### src/rtl/period_meter_if.sv
// Measurement result channel of period_meter.
//   meas_period : last measured period in I_CLK cycles (producer -> consumer)
//   meas_high   : last measured high time in I_CLK cycles (producer -> consumer)
//   meas_valid  : a measurement is pending (producer -> consumer)
//   meas_ready  : consumer accepts the pending measurement (consumer -> producer)
//   overrun     : one-cycle pulse, unacknowledged measurement overwritten (producer -> consumer)
interface period_meter_if #(
  parameter int unsigned W = 32
);
  logic [W-1:0] meas_period;
  logic [W-1:0] meas_high;
  logic         meas_valid;
  logic         meas_ready;
  logic         overrun;

  modport master (
    output meas_period,
    output meas_high,
    output meas_valid,
    output overrun,
    input  meas_ready
  );

  modport slave (
    input  meas_period,
    input  meas_high,
    input  meas_valid,
    input  overrun,
    output meas_ready
  );
endinterface

### src/rtl/period_meter.sv
// Measures period and high time of a slow, asynchronous periodic input in I_CLK cycles
// and hands each result to the consumer over a valid/ready channel.
//   I_CLK   : system clock, rising edge
//   rst     : asynchronous active-low reset
//   sig_in  : measured signal, asynchronous to I_CLK
//   meas    : result channel (period, high time, valid/ready, overrun pulse)
//   timeout : level flag, no rising edge seen for TIMEOUT cycles
module period_meter #(
  parameter int unsigned W           = 32,
  parameter int unsigned TIMEOUT     = 200000000,
  parameter int unsigned SYNC_STAGES = 2
) (
  input  logic         I_CLK,
  input  logic         rst,
  input  logic         sig_in,
  period_meter_if.master meas,
  output logic         timeout
);

  typedef enum logic {StIdle, StMeasure} state_e;

  state_e                 state_q, state_d;
  logic [SYNC_STAGES-1:0] sync_q;
  logic                   s_d_q;
  logic [W-1:0]           cnt_q, cnt_d;
  logic [W-1:0]           hcnt_q, hcnt_d;
  logic [W-1:0]           period_q, period_d;
  logic [W-1:0]           high_q, high_d;
  logic                   valid_q, valid_d;
  logic                   overrun_q, overrun_d;
  logic                   timeout_q, timeout_d;
  logic                   s;
  logic                   rise;
  logic                   load;

  assign s    = sync_q[SYNC_STAGES-1];
  assign rise = s & ~s_d_q;

  always_ff @(posedge I_CLK or negedge rst) begin
    if (!rst) begin
      state_q   <= StIdle;
      sync_q    <= '0;
      s_d_q     <= 1'b0;
      cnt_q     <= '0;
      hcnt_q    <= '0;
      period_q  <= '0;
      high_q    <= '0;
      valid_q   <= 1'b0;
      overrun_q <= 1'b0;
      timeout_q <= 1'b0;
    end else begin
      state_q   <= state_d;
      sync_q    <= {sync_q[SYNC_STAGES-2:0], sig_in};
      s_d_q     <= s;
      cnt_q     <= cnt_d;
      hcnt_q    <= hcnt_d;
      period_q  <= period_d;
      high_q    <= high_d;
      valid_q   <= valid_d;
      overrun_q <= overrun_d;
      timeout_q <= timeout_d;
    end
  end

  always_comb begin
    state_d   = state_q;
    cnt_d     = cnt_q;
    hcnt_d    = hcnt_q;
    period_d  = period_q;
    high_d    = high_q;
    valid_d   = valid_q;
    overrun_d = 1'b0;
    timeout_d = timeout_q;
    load      = 1'b0;

    unique case (state_q)
      StIdle: begin
        // First edge only establishes the reference point.
        if (rise) begin
          cnt_d     = W'(1);
          hcnt_d    = W'(1);
          timeout_d = 1'b0;
          state_d   = StMeasure;
        end
      end
      StMeasure: begin
        if (rise) begin
          period_d = cnt_q;
          high_d   = hcnt_q;
          cnt_d    = W'(1);
          hcnt_d   = W'(1);
          load     = 1'b1;
        end else if (cnt_q == W'(TIMEOUT)) begin
          // Results of the last good period stay visible while stalled.
          timeout_d = 1'b1;
          state_d   = StIdle;
        end else begin
          cnt_d = cnt_q + W'(1);
          if (s) begin
            hcnt_d = hcnt_q + W'(1);
          end
        end
      end
      default: state_d = StIdle;
    endcase

    if (load) begin
      valid_d   = 1'b1;
      overrun_d = valid_q & ~meas.meas_ready;
    end else if (valid_q && meas.meas_ready) begin
      valid_d = 1'b0;
    end
  end

  assign meas.meas_period = period_q;
  assign meas.meas_high   = high_q;
  assign meas.meas_valid  = valid_q;
  assign meas.overrun     = overrun_q;
  assign timeout          = timeout_q;

endmodule
### src/flat_wrapper.sv
// flat-port wrapper written by rule: the top's interface ports become plain ports
module period_meter_flat 
#(
  parameter int unsigned W           = 32,
  parameter int unsigned TIMEOUT     = 200000000,
  parameter int unsigned SYNC_STAGES = 2
)
  (I_CLK, rst, sig_in, timeout, meas_meas_period, meas_meas_high, meas_meas_valid, meas_overrun, meas_meas_ready);
  period_meter_if #(.W(W)) meas_i ();
  input  logic I_CLK;
  input  logic rst;
  input  logic sig_in;
  output logic timeout;
  output wire logic [$bits(meas_i.meas_period)-1:0] meas_meas_period;
  output wire logic [$bits(meas_i.meas_high)-1:0] meas_meas_high;
  output wire logic [$bits(meas_i.meas_valid)-1:0] meas_meas_valid;
  output wire logic [$bits(meas_i.overrun)-1:0] meas_overrun;
  input wire logic [$bits(meas_i.meas_ready)-1:0] meas_meas_ready;
  assign meas_meas_period = meas_i.meas_period;
  assign meas_meas_high = meas_i.meas_high;
  assign meas_meas_valid = meas_i.meas_valid;
  assign meas_overrun = meas_i.overrun;
  assign meas_i.meas_ready = meas_meas_ready;
  period_meter #(.W(W), .TIMEOUT(TIMEOUT), .SYNC_STAGES(SYNC_STAGES)) u_core (.I_CLK(I_CLK), .rst(rst), .sig_in(sig_in), .meas(meas_i), .timeout(timeout));
endmodule
### config.mk
export PLATFORM = sky130hd
export DESIGN_NAME = period_meter_flat
export DESIGN_NICKNAME = d
export VERILOG_FILES = /design/src/rtl/period_meter_if.sv /design/src/rtl/period_meter.sv /design/src/flat_wrapper.sv
export SDC_FILE = /design/constraint.sdc
export NUM_CORES = 1
export LEC_CHECK = 0
export ABC_AREA = 1
export BUFFER_PORTS_ARGS = -buffer_cell sky130_fd_sc_hd__buf_2
export CELL_PAD_IN_SITES_DETAIL_PLACEMENT = 1
export CELL_PAD_IN_SITES_GLOBAL_PLACEMENT = 1
export CORE_MARGIN = 2
export CORE_UTILIZATION = 47
export CTS_BUF_LIST = sky130_fd_sc_hd__clkbuf_16
export DETAILED_ROUTE_END_ITERATION = 8
export PLACE_DENSITY_LB_ADDON = 0.1
export SLEW_MARGIN = 20
export SYNTH_ARGS = -nofsm -noshare
export SYNTH_HDL_FRONTEND = slang
export SYNTH_SLANG_ARGS = --single-unit
### constraint.sdc
create_clock -name I_CLK -period 3.3 [get_ports I_CLK]
set_input_delay 0.33 -clock I_CLK [delete_from_list [all_inputs] [get_ports I_CLK]]
set_output_delay 0.33 -clock I_CLK [all_outputs]
set_load 0.02 [all_outputs]
==> results of run 1 <==
[metal layers]
metal	vias to the layer above	part of all wire, %	wire [µm]
met5	-	0	0
met4	0	2.8	563
met3	39	3.4	684
met2	124	52	10600
met1	3103	42	8550
li1	3096	-	-
[registers in the layout, indices dropped and copies added, names as in the netlist]
register,flops
u_core.s_d_q,1
u_core.state_q,1
u_core.meas.meas_valid,1
u_core.hcnt_q,32
u_core.meas.meas_period,32
u_core.meas.overrun,1
u_core.meas.meas_high,32
u_core.timeout,1
u_core.cnt_q,32
u_core.sync_q,2
[cell usage in the layout (no fill, tap or decap), types with 2 or more instances in the layout]
cell type   synthesis  final
nand2_4             1      2
ha_1                3      3
inv_1              72     76
mux2_1             15     15
o22ai_1             3      3
buf_12              0      2
nor2_1            122    122
nand2_1           320    319
nor3_1             11     11
clkinvlp_4          0      2
bufinv_16           0      2
buf_4               2      3
and2_1              2      2
clkbuf_16           0     17
clkinv_2            0      5
nand3_1            59     59
dfrtp_1           135    135
xor2_1             16     16
o21ai_0            57     57
inv_2               9      9
buf_2              15     69
a21oi_1             6      6
nor2_2              4      4
nand2_2             2      2
o21ai_1            30     30
clkinv_1            1      3
nand4_1            21     21
[kinds of logic after synthesis]
kind of cell	count (synthesis)	synth area share [%]
muxes	15	2.43
AOI/OAI and AO/OA	100	7.40
DFF	135	48.6
and+or+nand+nor	548	32.5
buffers and inverters	112	6.53
xor gates and xnor gates	16	2.02
adders and majority gates	3	0.540
[stage by stage]
stage	hold WS, ns	instance area, µm²	utilization (%)
floorplan	0.0344	6950	-
global placement	0.392	7460	51.5
detailed placement	0.390	7460	51.5
CTS	0.00436	8020	55.4
global route	0.0333	8020	55.4
finish	-0.0237	8020	55.4
[cells in the mapped netlist, drive strengths merged]
cell      n
o211ai    1
and2      2
nand2   323
nand3    60
nand3b    1
clkbuf    9
buf      21
a21oi     7
dfrtp   135
o31ai     1
ha        3
nor3b     1
a31oi     1
nor4      1
nor3     11
inv      81
o21ai    87
nand4    22
nor2    127
clkinv    1
mux2     15
o22ai     3
xor2     16
[final timing paths]
path / from / endpoint / slack (ns)
max in group asynchronous: rst / u_core.hcnt_q[31] / 2.55
min in group I_CLK: meas_meas_ready / u_core.meas.overrun / 0.08
max: u_core.cnt_q[0] / u_core.hcnt_q[16] / 0.99
min: rst / u_core.meas.meas_period[1] / -0.02
min reg2reg: u_core.sync_q[0] / u_core.sync_q[1] / 0.40
max reg2reg: u_core.cnt_q[0] / u_core.hcnt_q[16] / 0.99
[critical path: cells and delay by family (launching register included)]
family                   cells  cell delay (ns)
adder cells (fa/ha/maj)      1             0.16
AND/OR/NAND/NOR              9             1.51
buffers and inverters        2             0.18
flip-flops                   1             0.39
[power by group]
part           leakage (µW)  internal (µW)  switching [µW]
combinational       0.00180            149             338
clock              0.000282           1080             722
sequential          0.00185           1760             112
[layout make-up]
class,count,share of cell area (%)
clock buffer,17,5.31
clock inverter,15,1.53
inverter,82,3.84
multi-input combinational,682,39.0
sequential,135,42.1
tap,184,2.87
timing repair buffer,76,5.35
==> results.json, run 1 <==
{
  "grt_pass1_wl_um": 34000,
  "vias_per_cell": 5.34,
  "max_clock_freq_ghz": 0.433,
  "grt_max_degree": 86,
  "powerDensity_mw_per_mm2": 519,
  "first_pass_iters": 4,
  "synth_area_mm2": 0.00695,
  "hold_path.class": "primary input to async pin",
  "cp.required_ns": 3.67,
  "synth_nets": 936,
  "clockBufferDepth": 2,
  "ys_seq_area_share_pct": 48.6,
  "gr-usage-met2_pct": 48.4,
  "whs_ns": -0.0237,
  "start_util_pct": 48.0,
  "grt_use_met1_pct": 32.5,
  "cp_max_fo": 21,
  "grt-ovfl-total": 0,
  "synth.area.top_cells": "dfrtp_1, nand2_1, nor2_1",
  "antenna_cells": 0,
  "holdBufCountCts": 1,
  "synth_top_area_cell": "dfrtp_1",
  "slew_viol_final": 0,
  "finalNetCount": 1001,
  "finalCritPeriodShare_pct": 70.0,
  "status": "finished with violations",
  "hold_violations": 56,
  "cp-end-kind": "flip-flop",
  "grt.total_usage_pct": 27.3,
  "io_pins": 71,
  "maxCapViolCount": 0,
  "dp_hpwl_um": 14500,
  "slowest_stage": "dfrtp_1",
  "die_area_mm2": 0.0158,
  "path_common_cell": "nand2_1",
  "worstMarginPinSlew_ns": 0.798,
  "drc": 0,
  "cts_max_level": 4,
  "drtIter0Drc": 354,
  "setup_slack_ns": 0.991,
  "nFillCells": 1843,
  "synth_top_cell_area_share_pct": 48.6,
  "die_x_um": 126,
  "period_minus_slack_ns": 2.31,
  "cts_buffers": 17,
  "seqCellArea_mm2": 0.00338,
  "cts_sinks": 135,
  "rsz0062_at_grt": "no",
  "layoutNonFillerInstCount": 1191,
  "ir_drop_mv": 0.334,
  "clock_latency_ns": 0.44,
  "cpPeakStageDelay_ns": 0.39,
  "core_mm2": 0.0145,
  "placed_cells": 1158,
  "netlist_instances": 929,
  "wl_um": 20400,
  "num_vias": 6362,
  "ys_types": 35,
  "portBuffers": 70,
  "critPathKind": "flip-flop to flip-flop",
  "cts_resized": 0,
  "post_cts_buffers": 0,
  "root_buffer": "clkbuf_16",
  "worstPathArrival_ns": 2.68,
  "ant_nets": 0,
  "multi_input_area_mm2": 0.00313,
  "gp_congestion": 0.909,
  "wire_per_inst_um": 17.1,
  "met3_usage_pct": 5.22,
  "setup_viol": 0,
  "slew_headroom_pct": 46.8,
  "top_usage_layer": "met2",
  "violations": "negative hold slack",
  "worstPathCellList": "inv_1 -> ha_1 -> inv_1 -> nor3_1 -> nand2_1 -> nor2_2 -> nand2_2 -> nand2_1 -> nand2_2 -> nand2_4 -> nand2_1 -> nand2_1",
  "reg2reg_depth": 12,
  "area_growth_pct": 15.4,
  "die_h_um": 126,
  "syn_avg_cell_area_um2": 7.48,
  "drive_gt1_share_pct": 12.1,
  "synth_seq_cells": 135,
  "cts_tree": "done",
  "skew_ns": 0.0143,
  "grt_pass1_vias": 6742,
  "dpl_worst_slack_ns": 0.970,
  "antenna_found_initial": 0,
  "total_power_uw": 4160,
  "yosysWarnings": 0,
  "fin_tns_setup_ns": 0,
  "clkTransAtPathRegs_ns": 0.06,
  "startpoint_type": "flip-flop",
  "leakagePower_uw": 0.00393,
  "std_cell_rows": 44
}
(Power assumes the default switching activity.)
==> run 2: changes to the inputs <==
ABC_AREA = 0   (was 1)
CORE_UTILIZATION = 42   (was 47)
clock period = 1.9 ns   (was 3.3 ns; I/O delays follow)
==> run 2 against run 1 <==
Against the previous run: the run ends with negative setup slack left; sequential share of layout area fell by 7.9 points; wire length rose by 35%; clock power rose by 81%; clock skew fell by 0.0013 ns; largest cell class is now multi-input gates; largest power group is now the clock network; highest routed layer unchanged.
==> results.json, run 2 <==
{
  "status": "finished with violations",
  "violations": "negative setup slack",
  "grt_pass1_wl_um": 35900,
  "drive_gt1_share_pct": 53.6,
  "ant_nets": 0,
  "clockBufferDepth": 2,
  "synth-async-reset-ratio_pct": 100,
  "die_area_mm2": 0.0162,
  "worstMarginPinSlew_ns": 0.509,
  "hold_path.class": "primary input to flip-flop",
  "antenna_found_initial": 0,
  "cts_max_level": 4,
  "setup_slack_ns": -0.331,
  "die_x_um": 127,
  "cts_sinks": 135,
  "grt-ovfl-total": 0,
  "placed_cells": 959,
  "leakagePower_uw": 0.00465,
  "synth.most_common_cell": "dfrtp_1",
  "core_mm2": 0.0150,
  "netlist_instances": 611,
  "dp_hpwl_um": 13700,
  "root_buffer": "clkbuf_16",
  "critPathKind": "flip-flop to flip-flop",
  "synth_area_mm2": 0.00638,
  "drc": 0,
  "drtIter0Drc": 637,
  "synth_top_cell_area_share_pct": 52.9,
  "startpoint_type": "flip-flop",
  "dpl_worst_slack_ns": -0.354,
  "layoutNonFillerInstCount": 1031,
  "wl_um": 27500,
  "ys_seq_area_share_pct": 52.9,
  "synth_top_area_cell": "dfrtp_1",
  "synthFlopType": "dfrtp_1",
  "whs_ns": 0.0267,
  "design_area_mm2": 0.00988,
  "powerDensity_mw_per_mm2": 764,
  "cp_max_fo": 5,
  "area_growth_pct": 54.8,
  "grt_pass1_vias": 6559,
  "std_cell_rows": 45,
  "wire_per_inst_um": 26.7,
  "finalCritPeriodShare_pct": 117,
  "portBuffers": 70,
  "synth_edf_count": 0,
  "cp.required_ns": 2.20,
  "maxCapViolCount": 0,
  "total_power_uw": 7550,
  "gp_congestion": 0.885,
  "worstPathArrival_ns": 2.53,
  "hold_violations": 0,
  "postPlaceCellArea_mm2": 0.00794,
  "grt_max_degree": 48,
  "synth_commonest_cells": "dfrtp_1, nand2_1, mux2_2, nand3_1, nor2_1",
  "cts_buffers": 17,
  "first_pass_iters": 5,
  "synth_nets": 618,
  "rsz0062_at_grt": "yes",
  "antenna_cells": 0,
  "grt.total_usage_pct": 28.6,
  "ys_types": 51,
  "synth.area.top_cells": "dfrtp_1, mux2_2, nand2_1",
  "syn_avg_cell_area_um2": 10.4,
  "skew_ns": 0.0130,
  "clock_latency_ns": 0.44,
  "cts_tree": "done",
  "finalNetCount": 838,
  "synth_seq_cells": 135,
  "mostFrequentLayoutCell": "dfrtp_1",
  "start_util_pct": 42.4,
  "final_cell_mix": "dfrtp_1, buf_4, buf_2, nand2_1, mux2_2",
  "slew_viol_final": 0,
  "max_clock_freq_ghz": 0.448,
  "period_minus_slack_ns": 2.23,
  "vias_per_cell": 6.22,
  "cp-end-kind": "flip-flop",
  "num_vias": 6413,
  "ir_drop_mv": 0.680,
  "yosysWarnings": 0,
  "die_h_um": 127,
  "clkTransAtPathRegs_ns": 0.06,
  "setup_viol": 60,
  "io_pins": 71,
  "slew_headroom_pct": 66.1
}
-- run 2: layout make-up --
cell class	instances	area [µm²]
Tap cell	188	235
Timing Repair Buffer	241	1970
Sequential cell	135	3380
Fill cell	1508	5160
Multi-Input combinational cell	422	3680
Clock inverter	14	135
Inverter	14	52.6
Clock buffer	17	425
-- run 2: path summary, 6_finish.rpt --
| kind | from | endpoint | slack, ns | cells past startpoint |
|---|---|---|---|---|
| setup / recovery | u_core.hcnt_q[4] | u_core.hcnt_q[22] | -0.33 | 5 |
| hold / removal | meas_meas_ready | u_core.meas.overrun | 0.03 | 3 |
| setup reg to reg | u_core.hcnt_q[4] | u_core.hcnt_q[22] | -0.33 | 5 |
| hold reg to reg | u_core.sync_q[0] | u_core.sync_q[1] | 0.36 | 0 |
| max in group asynchronous | rst | u_core.hcnt_q[12] | 0.93 | 3 |
| min in group asynchronous | rst | u_core.cnt_q[8] | 0.27 | 2 |
-- run 2: critical path, stage by stage (launching register included) --
cell and delay, ns:
dfrtp_1 0.43, nand4_4 0.18, or3_4 0.46, or3_4 0.45, o311ai_1 0.43, nand3_2 0.14
-- run 2: logic make-up (layout without fill, tap and decap cells) --
logic type / Yosys count / after routing / share of synthesized area, %
xor gates and xnor gates: 12 / 12 / 1.65
muxes: 57 / 57 / 10.0
DFF: 135 / 135 / 52.9
and+or+nand+nor: 255 / 255 / 21.1
AOI/OAI and AO/OA: 95 / 95 / 10.3
adders and majority gates: 3 / 3 / 0.588
buffers and inverters: 54 / 286 / 3.39
-- run 2: report_power, final --
part | internal [µW] | leakage, µW | switching, µW
Clock | 1910 | 0.000264 | 1360
Combinational | 547 | 0.00254 | 647
Sequential | 2980 | 0.00185 | 107
-- run 2: timing repair --
item	in CTS	in global routing
gates resized for setup	102	100
hold buffers	2	0
gates cloned	4	1
setup endpoints to repair	60	63
pin swaps	38	51
hold endpoints to repair	45	0
setup buffers	25	13
-- run 2: per-stage QoR --
| stage | setup TNS, ns | util [%] |
|---|---|---|
| final | -9.06 | 65.7 |
| after global routing | -13.15 | 65.7 |
| after CTS | -2.44 | 61.5 |
| after detailed placement | -8.50 | 52.8 |
| after global placement | -2.49 | 52.8 |
| after floorplan | -0.674 | - |
-- run 2: metal layers --
metal	track usage (%)	wire [µm]
met2	48.7	14100
met3	5.28	1380
met5	0	0
met4	10.5	932
met1	36.5	11100
==> run 3: changes to the inputs <==
PLACE_DENSITY = 0.83   (was default)
PLACE_DENSITY_LB_ADDON = default   (was 0.1)
SLEW_MARGIN = 5   (was 20)
==> run 3 against run 2 <==
Against the previous run: the run still ends with negative setup slack left; core utilization decreased by 1.3 points; maximum frequency shrank 7.9%; final cell count unchanged; largest cell class unchanged; largest power group unchanged.
==> results.json, run 3 (synthesized netlist as in run 2, its figures left out) <==
{
  "finalCritPeriodShare_pct": 128,
  "first_pass_iters": 5,
  "maxCapViolCount": 0,
  "drtIter0Drc": 765,
  "cpPeakStageDelay_ns": 0.42,
  "wire_per_inst_um": 30.2,
  "reg2reg_from": "u_core.cnt_q[0]",
  "core_mm2": 0.0150,
  "worstPathArrival_ns": 2.74,
  "ir_drop_mv": 0.733,
  "status": "finished with violations",
  "vias_per_cell": 6.71,
  "num_vias": 6914,
  "start_util_pct": 42.4,
  "worstMarginPinSlew_ns": 0.647,
  "wl_um": 31100,
  "cp_max_fo": 5,
  "setup_slack_ns": -0.523,
  "nFillCells": 1563,
  "final_core_util_pct": 64.4,
  "path_common_cell": "buf_6",
  "clock_latency_ns": 0.45,
  "worstPathCellList": "inv_2 -> ha_4 -> nor4b_4 -> nand4_1 -> buf_6 -> o21ai_4 -> buf_6 -> buf_6 -> buf_6 -> nor4_1 -> o21ai_1",
  "antenna_cells": 0,
  "gp_congestion": 0.865,
  "die_area_mm2": 0.0162,
  "grt-ovfl-total": 0,
  "final_cell_mix": "buf_4, dfrtp_1, buf_2, nand2_1, mux2_2",
  "portBuffers": 70,
  "critPathKind": "flip-flop to flip-flop",
  "cts_max_level": 4,
  "mostFrequentLayoutCell": "buf_4",
  "drc": 0,
  "leakagePower_uw": 0.00467,
  "reg2reg_depth": 11,
  "drive_gt1_share_pct": 51.8,
  "worstSetupStartpoint": "u_core.cnt_q[0]",
  "path_depth": 11,
  "slowest_stage": "dfrtp_1",
  "dp_hpwl_um": 13900,
  "die_h_um": 127,
  "clkTransAtPathRegs_ns": 0.07,
  "std_cell_rows": 45,
  "cts_sinks": 135,
  "area_growth_pct": 51.7,
  "reg2reg_to": "u_core.hcnt_q[21]",
  "grt_pass1_vias": 7007,
  "ant_nets": 0,
  "root_buffer": "clkbuf_16",
  "startpoint_type": "flip-flop",
  "powerDensity_mw_per_mm2": 779,
  "grt_pass1_wl_um": 39800,
  "rsz0062_at_grt": "yes",
  "grt.total_usage_pct": 32.2,
  "clockBufferDepth": 2,
  "period_minus_slack_ns": 2.42,
  "cts_buffers": 17,
  "slew_headroom_pct": 56.9,
  "die_x_um": 127,
  "antenna_found_initial": 0,
  "cp-end-kind": "flip-flop",
  "slew_viol_final": 0,
  "multi_input_area_mm2": 0.00358,
  "cts_tree": "done",
  "cp_num_buf_inv": 5,
  "hold_path.class": "primary input to flip-flop",
  "finalNetCount": 838,
  "grt_max_degree": 66,
  "io_pins": 71,
  "ff2ff_setup_slack_ns": -0.52,
  "cp.required_ns": 2.22,
  "path_delay_family": "buffers and inverters",
  "skew_ns": 0.0110,
  "hold_violations": 0,
  "whs_ns": 0.0301,
  "setup_viol": 65,
  "worstSetupEndpoint": "u_core.hcnt_q[21]",
  "max_clock_freq_ghz": 0.413,
  "seqCellArea_mm2": 0.00338,
  "violations": "negative setup slack"
}
## run 3: cell types whose count changed in the layout (fill, tap and decap cells not counted), sizes merged
cell	change
clkinvlp	-2
inv	+2
buf	-1
clkbuf	+1
## run 3: area by class of cell
class	count	share of cell area (%)
clock buffers	17	4.39
clock inverters	14	1.24
inverters	14	0.543
multi-input cells	422	37.0
flip-flops and latches	135	34.9
well taps	188	2.43
repair buffers	241	19.5
## run 3: worst min-delay path by stage
| stage | endpoint | startpoint | cells past startpoint | slack [ns] |
|---|---|---|---|---|
| floorplan | u_core.cnt_q[0] | rst | 0 | -0.11 |
| global placement | u_core.cnt_q[19] | rst | 1 | 0.22 |
| detailed placement | u_core.meas.meas_period[17] | rst | 1 | 0.23 |
| CTS | u_core.meas.overrun | meas_meas_ready | 3 | 0.03 |
| global route | u_core.meas.overrun | meas_meas_ready | 3 | 0.05 |
| finish | u_core.meas.overrun | meas_meas_ready | 3 | 0.03 |
## run 3: worst reg2reg max path, cell delays in order, from the launching register on
cell     delay, ns
dfrtp_1       0.42
inv_2         0.11
ha_4          0.12
nor4b_4       0.27
nand4_1       0.19
buf_6         0.19
o21ai_4       0.26
buf_6         0.20
buf_6         0.12
buf_6         0.09
nor4_1        0.05
o21ai_1       0.29
## run 3: routing by layer
metal	global-route usage, %	part of all wire, %
met1	39.5	37
met2	53.0	49
met3	6.16	7.5
met4	18.9	6.8
met5	0	0
## run 3: power breakdown
group / switching [µW] / internal [µW] / total, µW / leakage, µW
clock: 1360 / 1880 / 3240 / 0.000271
combinational: 677 / 530 / 1210 / 0.00255
sequential: 112 / 2980 / 3090 / 0.00185
## run 3: metrics by stage
stage               instance area, µm²  cells  setup slack [ns]  TNS (ns)  power (µW)
floorplan                         6490    611            -0.164    -0.674        3460
global placement                  7830    948            -0.210     -2.22        3780
detailed placement                7830    948            -0.302     -5.44        3830
CTS                               8890   1012            -0.171     -3.58        7160
global route                      9680   1031            -0.540    -20.85        7740
finish                            9680   1031            -0.523    -18.52        7540
## run 3: timing repair
item,4_1_cts,5_1_grt
endpoints found under the setup margin,60,66
gates resized for setup,62,110
endpoints found under the hold margin,61,0
buffers inserted,30,22
pin swaps,40,48
cloned,1,2
hold buffers,2,0
